--- src/rtl/mfc_mem_responder.sv ---
// mfc_mem_responder: multi-cycle memory responder for the WMFC/rnw/MFC handshake.
// Define RESP_ERR_EN to guard addresses >= LIMIT (suppressed writes, all-ones reads, err pulse).
module mfc_mem_responder #(
    parameter int DW    = 8,
    parameter int AW    = 8,
    parameter int LAT   = 3,
    parameter int LIMIT = 240
) (
    input  logic          CLK,
    input  logic          reset,
    input  logic          enable,
    input  logic          rnw,
    input  logic [AW-1:0] addr,
    input  logic [DW-1:0] wdata,
    output logic [DW-1:0] rdata,
    output logic          MFC,
    output logic          busy,
    output logic          err
);
    typedef enum logic [1:0] {IDLE, WAIT, DONE, HOLD} state_t;
    state_t        state;
    logic [DW-1:0] mem [2**AW];
    logic [AW-1:0] a_q;
    logic          rnw_q;
    logic [DW-1:0] d_q;
    logic [3:0]    cnt;
    logic          last;
    logic          bad;
    logic          wr_en;

    if (LAT < 1 || LAT > 15 || LIMIT < 0 || LIMIT > 2**AW) begin : g_bad_cfg
        $error("mfc_mem_responder: LAT must be 1..15 and LIMIT within the address space");
    end

    assign last = state == WAIT && cnt == 4'(LAT - 1);
`ifdef RESP_ERR_EN
    assign bad = int'(a_q) >= LIMIT;
`else
    assign bad = 1'b0;
`endif
    assign wr_en = last && !rnw_q && !bad;

    // The array is deliberately outside the reset domain: reset must not clear contents.
    always_ff @(posedge CLK) begin
        if (wr_en) mem[a_q] <= d_q;
    end

    always_ff @(posedge CLK or posedge reset) begin
        if (reset) begin
            state <= IDLE;
            cnt   <= '0;
            MFC   <= 1'b0;
            busy  <= 1'b0;
            err   <= 1'b0;
            rdata <= '0;
            a_q   <= '0;
            rnw_q <= 1'b0;
            d_q   <= '0;
        end else begin
            MFC <= 1'b0;
            err <= 1'b0;
            case (state)
                IDLE: if (enable) begin
                    a_q   <= addr;
                    rnw_q <= rnw;
                    d_q   <= wdata;
                    cnt   <= '0;
                    busy  <= 1'b1;
                    state <= WAIT;
                end
                WAIT: if (last) begin
                    if (rnw_q) rdata <= bad ? '1 : mem[a_q];
                    MFC   <= 1'b1;
                    busy  <= 1'b0;
                    err   <= bad;
                    state <= DONE;
                end else begin
                    cnt <= cnt + 4'd1;
                end
                // A level-held strobe parks in HOLD so it cannot retrigger.
                DONE: state <= enable ? HOLD : IDLE;
                HOLD: state <= enable ? HOLD : IDLE;
                default: state <= IDLE;
            endcase
        end
    end
endmodule

--- config.mk ---
export PLATFORM = sky130hd
export DESIGN_NAME = mfc_mem_responder
export DESIGN_NICKNAME = d
export VERILOG_FILES = /design/src/rtl/mfc_mem_responder.sv
export SDC_FILE = /design/constraint.sdc
export NUM_CORES = 2
export LEC_CHECK = 0
export ABC_AREA = 1
export CAP_MARGIN = 20
export CELL_PAD_IN_SITES_DETAIL_PLACEMENT = 1
export CELL_PAD_IN_SITES_GLOBAL_PLACEMENT = 1
export CORE_MARGIN = 1.5
export CORE_UTILIZATION = 55
export CTS_CLUSTER_SIZE = 16
export DETAILED_ROUTE_END_ITERATION = 10
export PLACE_DENSITY_LB_ADDON = 0.1
export SYNTH_ARGS = -nofsm -noshare
export SYNTH_HDL_FRONTEND = slang
export SYNTH_SLANG_ARGS = --single-unit
export TNS_END_PERCENT = 5
--- constraint.sdc ---
create_clock -name CLK -period 11.2 [get_ports CLK]
set_input_delay 1.12 -clock CLK [delete_from_list [all_inputs] [get_ports CLK]]
set_output_delay 1.12 -clock CLK [all_outputs]
set_load 0.01 [all_outputs]
# Word level (Yosys, flattened, before mapping)
# Memory sizes are Yosys's and may differ from the RTL's. A register that Yosys moved wholly into a read port is not among the register bits.
# Index checks and enable logic that the tools add are counted.
[op_classes]
n_reduce_logical = 11
addsub = 1
muxes = 14
n_eq_ne = 7
[ops]
columns = ["cell", "n"]
rows = [
  ["AND reduction 3 bit", 3],
  ["two-way mux 4 bit", 2],
  ["case mux 4 bit (2 select lines)", 1],
  ["two-way mux 1 bit", 6],
  ["two-way mux 2 bit", 3],
  ["inequality test 2 bit (second input constant)", 3],
  ["case mux 2 bit (3 select lines)", 1],
  ["adder 4 x 1 -> 4 bit (second input constant)", 1],
  ["equality test 2 bit (second input constant)", 2],
  ["equality test 4 x 2 -> 1 bit (second input constant)", 1],
  ["AND reduction 2 bit", 2],
  ["equality test 2 x 1 -> 1 bit (second input constant)", 1],
  ["logical AND 1 bit", 2],
  ["logical NOT 2 bit", 1],
  ["case mux 1 bit (2 select lines)", 1],
  ["nonzero test 2 bit", 1],
  ["OR reduction 2 bit", 1],
  ["logical NOT 1 bit", 1],
]
[word_totals]
mem_count = 1
out_inout_bits = 11
word_cells = 41
ram_bits = 2048
in_bits = 20
reg_bits = 25
[memory_table]
columns = ["memory", "depth", "width", "read_ports", "rd_ports_with_merged_regs", "write_ports", "line", "text"]
rows = [
  ["mem", 256, 8, 1, 1, 1, "22", "logic [DW-1:0] mem [2**AW];"],
]

# Logic depth before layout (Yosys ltp)
[logic_depth]
ltp_word = 5
ltp_mapped = 18
depth_no_buf = 15

# Least setup slack after synthesis
# No wires, ideal clock.
[synth_path]
kind = "flip-flop to flip-flop"
startpoint = "register d_q[0]"
endpoint = "memory mem[0][0] (data pin)"
path_slack_ns = 7.213
required_ns = 10.396
path_stages_with_launch = 1
arrival_ns = 3.183
setup_time_ns = 0.804
synth_period_minus_slack_ns = 3.987
path_buffers = 0
path_cell_list = "dfrtp_1"
[synth_lines]
columns = ["element", "line", "text"]
rows = [
  ["start, declared", "25", "logic [DW-1:0] d_q;"],
  ["start signal, assigned", "66", "d_q <= wdata;"],
  ["end, declared", "22", ""],
]
# Straight into the memory's write port.

==> impl_results.md <==
- Synthesis-stage register bit count: roughly 2100
- Post-route cell area: 93300 um^2
- Worst Tran Pin Value: roughly 1.2 ns
- WP data required: 11.97 ns
- Hold crit path type: register to register
- Pwr/cell area: between 200 and 300 nW/um^2
- Rows: between 100 and 150
- First-pass GRT wire length: around 390 mm
- Avg Vias per Cell: around 6
- Clock slew at reported path FFs: 0.06 ns
- Syn Area/Cell: 11.1 um^2
- Share of cells above drive strength 1: under 10%
- Period utilization: about 47%
- Vias: between 50000 and 60000
- Post-synth EDFFs: roughly 2000
- Detailed Route WL: approximately 260 mm
- CP bufs+invs: 3
- Starting DRT DRC Count: ~5600
- Number of remaining DRC errors: 0
- Maxcap violations: 0
- Status: finished clean
- Worst setup skew after layout: approximately 0.028 ns
- # IOs: 31
- Clk buf depth: 3
- Main combinational cell family by area after synthesis: simple AND/OR/NAND/NOR gates
- RSZ-0062 raised after global routing: false
- CTS tree: done
- Hold Fails Final Rpt: 0
- Initial antenna violation count: 10
- Synth Area in Compound Gates: less than 1%
- Largest delay share family, worst path: simple AND/OR/NAND/NOR gates
- Final count of negative-setup-slack endpoints: 0
- Synth Area in Simple Gates: 23.0%
- Leading post-synthesis cells by cell area: edfxtp_1 73%, nand2_1 17%, nor2_1 2.6%
- Clock Latency Late Sink: 0.85 ns
- Die Span X: 396 um
- Post-CTS Resized: 0
- Remaining global-route overflow: 0
- DPL Wire Length: ~150 mm
- Pre-Repair DR Iteration Count: 6
- Highest clock rate: ~190 MHz
- WS Path Type: register to register
- Clock Sink Count: 2081
- Leakage power figure: about 35 nW
- Synth Flop Type: edfxtp_1
- Worst endpoint data arrival time: approximately 6.1 ns
- Crit. End Element: register
- Xor-xnor portion of the synthesized cell area: less than 1%
- Layout Cells excl Fill: between 9000 and 10000
- Seq/Total Area, Yosys: around three quarters
- Dominant cell type by area after synthesis: edfxtp_1
- Final core utilization: 61.2%
- Die height: roughly 400 um
- Core Area: 152000 um^2
- Setup bufs post-CTS: 0
- Area of placed instances: 86600 um^2
- Adder-cell share of the synthesized area: 0.0295%
- Critical Path Start Type: register
- Placed cells: around 9400
- Post-route ant nets: 0
- Worst-path cell chain: buf_4, nor2_4, buf_4, buf_4, nand2_1, nand4_1, nand2_1, nand2_1, nor2_1, nor2_1, nor2_1, nand2_1, nand2_1, nand2_1, nor2_1, nor2_1
- Slew margin rel.: a little over a fifth
- CTS Hold Bufs: 0
- Mapped cell area: between 80000 and 90000 um^2
- Drt wl/cell: 26.9 um
- Ys async rst share: under 10%
- H-tree depth: 4
- Final Net Count: around 7600
- CTS buffer count: between 200 and 250
- Post-synth top area share: a little over 70%
- Largest net degree at the start of global routing: approximately 180
- Max stage delay on crit path: 1.00 ns
- Post-synth cell types: 26
- Root buffer cell: clkbuf_16
- Worst path most repeated cell: nand2_1
- Tmin final: ~5.3 ns
- GR Util All Layers: 33.8%
- Initial core utilization: about 56%
- Post-synthesis mux area share: 0%
- Max rail drop VDD: ~220 uV
- Mapped Cells: between 7000 and 8000
- DIE AREA: between 150000 and 200000 um^2
- Ys Warns: 0
- Slew Limit Fails: 0
- Placer Congestion: ~0.85
- Port Buffers: 29
- Area growth from synthesis to layout: 10.1%
- Vias in the first global route: between 60000 and 70000
- Total negative slack: 0 ns
- Worst path slowest cell: buf_4
- Crit-path max FO: 73
- Synthesized Nets: between 7000 and 8000
worst paths after layout:
check / startpoint / endpoint / slack [ns] / cells after the start
setup / recovery: a_q[0] / rdata[1] / 5.91 / 16
hold / removal: busy / busy / 0.47 / 2
setup reg to reg: a_q[0] / rdata[1] / 5.91 / 16
hold reg to reg: busy / busy / 0.47 / 2
max in group asynchronous: reset / a_q[1] / 9.79 / 3
min in group asynchronous: reset / d_q[3] / 0.79 / 3
kinds of logic after synthesis:
logic type | count (synthesis)
xor gates and xnor gates | 1
AOI/OAI and AO/OA | 157
and+or+nand+nor | 4950
adders and majority gates | 2
other | 1
buffers and inverters | 457
DFF | 2081
worst register-to-register path: cells and delay by family (launching register included):
family | cells | cell delay (ns)
buffers and inverters | 3 | 2.06
DFF | 1 | 0.76
and+or+nand+nor | 13 | 2.40
where the power goes:
group	switching [mW]	internal (mW)	total, mW
clock network	2.97	3.95	6.92
logic	6.57	1.75	8.32
registers	0.414	9.64	10.1
layout by cell type, fill, tap and decap left out, types with 16 or more instances in the layout:
| cell type | count |
|---|---|
| a21oi_1 | 69 |
| buf_4 | 85 |
| bufinv_16 | 21 |
| clkbuf_1 | 48 |
| clkbuf_16 | 210 |
| clkdlybuf4s50_1 | 29 |
| clkinv_1 | 53 |
| clkinv_2 | 47 |
| dfrtp_1 | 23 |
| edfxtp_1 | 2048 |
| inv_1 | 28 |
| nand2_1 | 3800 |
| nand2_2 | 16 |
| nand3_1 | 376 |
| nand4_1 | 156 |
| nor2_1 | 582 |
| o21ai_0 | 74 |
layer usage:
layer,share of wire [%],track usage [%],up-vias
li1,-,-,25500
met1,39,44.9,29700
met2,49,55.7,2622
met3,7.8,5.10,578
met4,4.5,14.5,10
met5,0.024,0,-
Yosys cell counts, drive strengths merged, types with 4 or more instances:
cell type  count
buf          311
a21oi         69
dfrtp         33
inv           33
nand3        376
clkbuf       111
edfxtp      2048
or2            8
nor2         590
nor3           4
nand2       3816
o21ai         87
nand4        156
layout make-up:
class / instances / area (um^2)
tap: 2030 / 2540
antenna: 2 / 5.00
inverter: 35 / 149
fill: 15600 / 59100
timing repair buffer: 124 / 1140
clock inverter: 132 / 1220
multi-input combinational: 5111 / 20400
clock buffer: 262 / 5490
sequential: 2081 / 62400
flip-flops by register name (all words and copies together) (netlist names):
name,cells
rdata,8
d_q,8
mem,2048
a_q,8
MFC,1
rnw_q,1
state,2
busy,1
cnt,4
stage by stage:
step                      setup WS [ns]  hold slack (ns)  power, mW
after CTS                          6.06            0.479       25.2
after global routing               5.82            0.493       26.2
final                              5.91            0.474       25.3
after global placement             6.15            0.460       18.0
after floorplan                    7.21            0.467       15.1
after detailed placement           6.14            0.465       18.3
Power figures use the tool's default switching activity.
